## config.mk

```make
export PLATFORM = sky130hd
export DESIGN_NAME = adjust_ctrl_fsm
export DESIGN_NICKNAME = d
export VERILOG_FILES = /design/src/rtl/adjust_pkg.sv /design/src/rtl/adj_ms_timer.sv /design/src/rtl/adjust_ctrl_fsm.sv
export SDC_FILE = /design/constraint.sdc
export NUM_CORES = 1
export LEC_CHECK = 0
export ABC_AREA = 1
export CORE_UTILIZATION = 43
export DETAILED_ROUTE_END_ITERATION = 8
export HOLD_SLACK_MARGIN = 0.12
export SETUP_SLACK_MARGIN = 0.05
export SYNTH_ARGS = -nofsm -noshare
export SYNTH_HDL_FRONTEND = slang
export SYNTH_SLANG_ARGS = --single-unit
```

## constraint.sdc

```tcl
create_clock -name clk -period 2.3 [get_ports clk]
set_input_delay 0.345 -clock clk [delete_from_list [all_inputs] [get_ports clk]]
set_output_delay 0.345 -clock clk [all_outputs]
set_load 0.005 [all_outputs]
```

## src/rtl/adjust_pkg.sv

```systemverilog
// Shared types and default timing for the time-adjust controller.
// Holds the FSM state encoding, the hold direction and the ms counter width helper.
package adjust_pkg;

  typedef enum logic [1:0] {
    ST_RUN         = 2'd0,
    ST_ADJUST      = 2'd1,
    ST_HOLD_DELAY  = 2'd2,
    ST_HOLD_REPEAT = 2'd3
  } adj_state_e;

  typedef enum logic {
    DIR_UP   = 1'b0,
    DIR_DOWN = 1'b1
  } adj_dir_e;

  localparam int unsigned DEF_REPEAT_DELAY_MS = 500;
  localparam int unsigned DEF_REPEAT_RATE_MS  = 100;
  localparam int unsigned DEF_TIMEOUT_MS      = 30000;
  localparam int unsigned DEF_BLINK_HALF_MS   = 250;

  // Width that holds the largest of the four ms intervals.
  function automatic int unsigned ms_width(input int unsigned a, input int unsigned b,
                                           input int unsigned c, input int unsigned d);
    int unsigned m;
    m = a;
    if (b > m) m = b;
    if (c > m) m = c;
    if (d > m) m = d;
    return $clog2(m + 1);
  endfunction

endpackage

```

## src/rtl/adj_ms_timer.sv

```systemverilog
// Millisecond interval counter: advances on tick_ms while enabled, restarts on clr,
// and strobes done on the tick that reaches term, wrapping back to zero.
module adj_ms_timer #(
  parameter int unsigned W = 16
) (
  input  logic         clk,
  input  logic         rst,
  input  logic         tick_ms,
  input  logic         en,
  input  logic         clr,
  input  logic [W-1:0] term,
  output logic         done
);

  logic [W-1:0] count;

  assign done = en && tick_ms && !clr && (count == term - W'(1));

  // NOTE: state registers use non-blocking assignments so every flop samples pre-edge values.
  always_ff @(posedge clk or posedge rst) begin
    if (rst) begin
      count <= '0;
    end else if (clr) begin
      count <= '0;
    end else if (en && tick_ms) begin
      count <= done ? '0 : count + W'(1);
    end
  end

endmodule

```

## src/rtl/adjust_ctrl_fsm.sv

```systemverilog
// Clock-adjust mode controller: enters/leaves adjust, turns UP/DOWN presses into
// single and auto-repeat step pulses, blinks the selected field and times out to RUN.
module adjust_ctrl_fsm
  import adjust_pkg::*;
#(
  parameter int unsigned REPEAT_DELAY_MS = DEF_REPEAT_DELAY_MS,
  parameter int unsigned REPEAT_RATE_MS  = DEF_REPEAT_RATE_MS,
  parameter int unsigned TIMEOUT_MS      = DEF_TIMEOUT_MS,
  parameter int unsigned BLINK_HALF_MS   = DEF_BLINK_HALF_MS
) (
  input  logic clk,
  input  logic rst,
  input  logic tick_ms,
  input  logic mode_pulse,
  input  logic sel_in,
  input  logic up_lvl,
  input  logic down_lvl,
  output logic adj_active,
  output logic run_en,
  output logic sel_pulse,
  output logic up_pulse,
  output logic down_pulse,
  output logic blink,
  output logic timeout_pulse
);

  localparam int unsigned CW = ms_width(REPEAT_DELAY_MS, REPEAT_RATE_MS,
                                        TIMEOUT_MS, BLINK_HALF_MS);
  localparam logic [CW-1:0] DELAY_T   = CW'(REPEAT_DELAY_MS);
  localparam logic [CW-1:0] RATE_T    = CW'(REPEAT_RATE_MS);
  localparam logic [CW-1:0] TIMEOUT_T = CW'(TIMEOUT_MS);
  localparam logic [CW-1:0] BLINK_T   = CW'(BLINK_HALF_MS);

  adj_state_e    state;
  adj_dir_e      dir;
  logic          up_q, down_q;
  logic          up_rise, down_rise;
  logic          in_adjust, in_hold, dir_lvl;
  logic          press_go, sel_go, rpt_go, activity;
  logic          hold_clr, to_clr, blink_clr, blink_en;
  logic [CW-1:0] hold_term;
  logic          hold_done, to_done, blink_done;

  // NOTE: every always_comb output gets a default first so no path can infer a latch.
  always_comb begin
    up_rise   = up_lvl && !up_q;
    down_rise = down_lvl && !down_q;
    in_adjust = (state == ST_ADJUST);
    in_hold   = (state == ST_HOLD_DELAY) || (state == ST_HOLD_REPEAT);
    dir_lvl   = (dir == DIR_UP) ? up_lvl : down_lvl;
    press_go  = in_adjust && !mode_pulse && (up_rise || down_rise);
    sel_go    = in_adjust && !mode_pulse && sel_in;
    rpt_go    = in_hold && !mode_pulse && dir_lvl && hold_done;
    activity  = press_go || sel_go || rpt_go;
    hold_clr  = !in_hold || mode_pulse;
    hold_term = (state == ST_HOLD_DELAY) ? DELAY_T : RATE_T;
    to_clr    = (state == ST_RUN) || mode_pulse || activity;
    blink_clr = (state == ST_RUN) || mode_pulse || activity;
    blink_en  = (state != ST_RUN);
  end

  adj_ms_timer #(.W(CW)) u_hold_timer (
    .clk     (clk),
    .rst     (rst),
    .tick_ms (tick_ms),
    .en      (in_hold),
    .clr     (hold_clr),
    .term    (hold_term),
    .done    (hold_done)
  );

  adj_ms_timer #(.W(CW)) u_timeout_timer (
    .clk     (clk),
    .rst     (rst),
    .tick_ms (tick_ms),
    .en      (in_adjust),
    .clr     (to_clr),
    .term    (TIMEOUT_T),
    .done    (to_done)
  );

  adj_ms_timer #(.W(CW)) u_blink_timer (
    .clk     (clk),
    .rst     (rst),
    .tick_ms (tick_ms),
    .en      (blink_en),
    .clr     (blink_clr),
    .term    (BLINK_T),
    .done    (blink_done)
  );

  always_ff @(posedge clk or posedge rst) begin
    if (rst) begin
      state         <= ST_RUN;
      dir           <= DIR_UP;
      up_q          <= 1'b0;
      down_q        <= 1'b0;
      run_en        <= 1'b1;
      adj_active    <= 1'b0;
      blink         <= 1'b1;
      sel_pulse     <= 1'b0;
      up_pulse      <= 1'b0;
      down_pulse    <= 1'b0;
      timeout_pulse <= 1'b0;
    end else begin
      up_q          <= up_lvl;
      down_q        <= down_lvl;
      sel_pulse     <= 1'b0;
      up_pulse      <= 1'b0;
      down_pulse    <= 1'b0;
      timeout_pulse <= 1'b0;

      if (state == ST_RUN) begin
        if (mode_pulse) begin
          state      <= ST_ADJUST;
          run_en     <= 1'b0;
          adj_active <= 1'b1;
          blink      <= 1'b1;
        end
      end else if (mode_pulse) begin
        // Leaving adjust wins over any press, repeat, select or timeout this cycle.
        state      <= ST_RUN;
        run_en     <= 1'b1;
        adj_active <= 1'b0;
        blink      <= 1'b1;
      end else begin
        if (activity)        blink <= 1'b1;
        else if (blink_done) blink <= !blink;

        case (state)
          ST_ADJUST: begin
            sel_pulse <= sel_in;
            if (up_rise) begin
              up_pulse <= 1'b1;
              dir      <= DIR_UP;
              state    <= ST_HOLD_DELAY;
            end else if (down_rise) begin
              down_pulse <= 1'b1;
              dir        <= DIR_DOWN;
              state      <= ST_HOLD_DELAY;
            end else if (to_done) begin
              state         <= ST_RUN;
              timeout_pulse <= 1'b1;
              run_en        <= 1'b1;
              adj_active    <= 1'b0;
              blink         <= 1'b1;
            end
          end
          ST_HOLD_DELAY, ST_HOLD_REPEAT: begin
            if (!dir_lvl) begin
              state <= ST_ADJUST;
            end else if (hold_done) begin
              up_pulse   <= (dir == DIR_UP);
              down_pulse <= (dir == DIR_DOWN);
              state      <= ST_HOLD_REPEAT;
            end
          end
          default: ;
        endcase
      end
    end
  end

endmodule

```

==> flow_metrics.tcl <==
set metrics [dict create \
    status "finished clean" \
    rsz0062_at_grt "false" \
    place_congestion 0.8398 \
    row_count 32 \
    finalHoldViolations 0 \
    timing.final.crit_share_pct 86.06 \
    fmax_mhz 505.2 \
    cp-start-kind "register" \
    yosys.area_share.simple_pct 27.34 \
    first_iter_violations 136 \
    grt_busiest_layer "met2" \
    synth_mux_area_share_pct 0 \
    io_buffers 13 \
    ios 14 \
    worst-endpoint-arrival_ns 2.24 \
    finClkSkew_ns 0.008613 \
    synthXorXnorAreaFrac_pct 6.181 \
    start_util_pct 44.24 \
    seq_area_mm2 0.001429 \
    powerDensity_mw_per_mm2 667.4 \
    setup_tns_ns 0 \
    synth_compound_area_share_pct 14.16 \
    syn-num-nets 427 \
    yosysSeqAreaShare_pct 42.02 \
    drive_gt1_share_pct 14.61 \
    cts_resized 0 \
    insertedDiodeCount 0 \
    wl_per_cell_um 12.56 \
    grtUsageMet3_pct 5.025 \
    multi_input_area_mm2 0.001672 \
    slew-limit-headroom_pct 73.20 \
    die_height_um 90.93 \
    grtUsageTotal_pct 18.43 \
    netlist_area_mm2 0.003401 \
    min_period_ns 1.979 \
    num-fill-cells 742 \
    dr_total_vias 2729 \
    hpwl_um 4969 \
    die_x_um 90.93 \
    overflow 0 \
    worstMarginPinSlew_ns 0.4014 \
    clock_sinks 57 \
    netlist-cell-type-count 39 \
    grt_max_degree 41 \
    synth_cells 416 \
    cts_root_buf "clkbuf_8" \
    synth_enable_flop_cells 0 \
    leakagePower_nw 1.707 \
    cp_max_fo 5 \
    global_route.usage.met2_pct 29.29 \
    cp.required_ns 2.56 \
    first_global_vias 2692 \
    cts_hold_buf 0 \
    hold_class "input port to asynchronous set/reset pin" \
    fin_nets 451 \
    htree_levels 3 \
    dieArea_mm2 0.008268 \
    path_clk_slew_ns 0.06 \
    end_kind "register" \
    drv_slew 0 \
    final_antenna_net_count 0 \
    met1_usage_pct 23.95 \
    syn_to_final_growth_pct 13.58 \
    syn_area_per_cell_um2 8.175 \
    drc 0 \
    ir_worst_vdd_v 0.0005787 \
    cts_setup_buffers 0 \
    path_class "register to register" \
    cts_tree "done" \
    antenna_found_initial 0 \
    setup_viol 0 \
    drt_wl_total_um 6872 \
    grt_first_pass_wirelength_um 12080 \
    coreArea_mm2 0.007687 \
    viasPerCell 4.989 \
    finalWorstSetupSlack_ns 0.3206 \
    synth_ff_type "dfrtp_1" \
    insertion_delay_ns 0.33 \
    dpl_worst_slack_ns 0.1098 \
    ys_ff_latch 57 \
    dr.pass1.iters 4 \
    yosys_warnings 0 \
    synth_top_family_by_area "simple AND/OR/NAND/NOR gates" \
    cts_buffer_depth 2 \
    async_flop_share_pct 100.0 \
    numCtsBuffers 9 \
    drv_cap 0 \
    synthAdderAreaFrac_pct 1.472 \
]
==> final timing paths <==
check / from / end / cells after the start / slack [ns]
max in group asynchronous: rst / run_en / 3 / 1.39
worst min-delay path: rst / u_hold_timer.count[11] / 2 / 0.32
worst max register to register: u_blink_timer.count[0] / u_blink_timer.count[12] / 11 / 0.32
min in group clk: adj_active / adj_active / 2 / 0.53
worst min register to register: adj_active / adj_active / 2 / 0.53
worst max-delay path: u_blink_timer.count[0] / u_blink_timer.count[12] / 11 / 0.32
==> logic make-up (layout without fill, tap and decap cells) <==
group,after synthesis,after routing
AOI/OAI and AO/OA,61,61
xor gates and xnor gates,24,24
adders and majority gates,4,4
buffers and inverters,71,100
DFF,57,57
and+or+nand+nor,199,199
==> placed cells by master, fill, tap and decap left out, types with 11 or more instances in the layout <==
cell type        instances
xor2_1                  17
inv_1                   61
nand2_1                 85
o22ai_2                 16
o21ai_0                 16
nand4_1                 15
clkbuf_8                11
clkdlybuf4s50_1         13
nand3_1                 31
nor3_1                  11
nor2_1                  39
dfrtp_1                 55
==> stage by stage <==
stage | power, mW | cell area (um2) | utilization [%] | std cells | hold slack [ns]
6_report | 2.578 | 3862 | 50.24 | 547 | 0.3159
5_1_grt | 2.725 | 3862 | 50.24 | 547 | 0.3597
4_1_cts | 2.621 | 3862 | 50.24 | 547 | 0.3083
3_5_place_dp | 1.648 | 3664 | 47.66 | 531 | 0.5076
3_3_place_gp | 1.647 | 3664 | 47.66 | 531 | 0.4991
2_1_floorplan | 1.509 | 3401 | - | 416 | 0.3764
==> metal layers <==
layer  wire length, um  share of wire (%)
met5                 0                  0
met4                34               0.49
met3               260                3.8
met2              3256                 47
met1              3320                 48
==> worst max-delay path: stages (launching register included) <==
cell and delay, ns:
dfrtp_1 0.44, ha_1 0.22, nand3_1 0.13, nor2_1 0.27
nand2_1 0.11, nor2_1 0.14, inv_1 0.07, nor2_1 0.21
nand2_1 0.08, nand2_1 0.06, nand4_1 0.10, o21ai_2 0.08
==> synth_stat cells (3+ instances only) <==
cell     number  area share (%)
o22ai_1       4            0.74
nand2_2       4            0.74
o22ai_2      16             5.9
o21ai_0      16             2.4
inv_1        62             6.8
xor2_1       17             4.4
nor2_2        3            0.55
nand2_1      85             9.4
nand4_1      15             2.8
inv_2         3            0.33
nor2_1       39             4.3
nand3_1      31             4.6
ha_1          4             1.5
o21ai_1       4            0.59
xnor2_1       7             1.8
dfrtp_1      55              40
o21ai_2       7             1.8
a21oi_1       5            0.74
buf_6         3            0.99
nor3_1       11             1.6
nand2_4       3            0.99
==> registers in the layout (all words and copies together), names as in the netlist <==
signal / cells
u_blink_timer.count: 15
u_hold_timer.count: 15
u_timeout_timer.count: 15
state: 2
adj_active: 1
blink: 1
dir: 1
down_pulse: 1
down_q: 1
run_en: 1
sel_pulse: 1
timeout_pulse: 1
up_pulse: 1
up_q: 1
==> final cells by class <==
class / instances / area share (%)
Clock inverter: 3 / 1.037
Clock buffer: 13 / 4.114
Tap cell: 102 / 3.304
Sequential cell: 57 / 36.99
Inverter: 66 / 6.608
Timing Repair Buffer: 18 / 4.665
Multi-Input combinational cell: 288 / 43.28
==> power breakdown <==
| part | switching (mW) | total, mW | internal (mW) | leakage [nW] |
|---|---|---|---|---|
| sequential | 0.0482 | 1.11 | 1.06 | 0.777 |
| clock | 0.397 | 0.954 | 0.557 | 0.103 |
| combinational | 0.350 | 0.519 | 0.169 | 0.827 |
No activity file was read; power rests on OpenSTA's default activity.
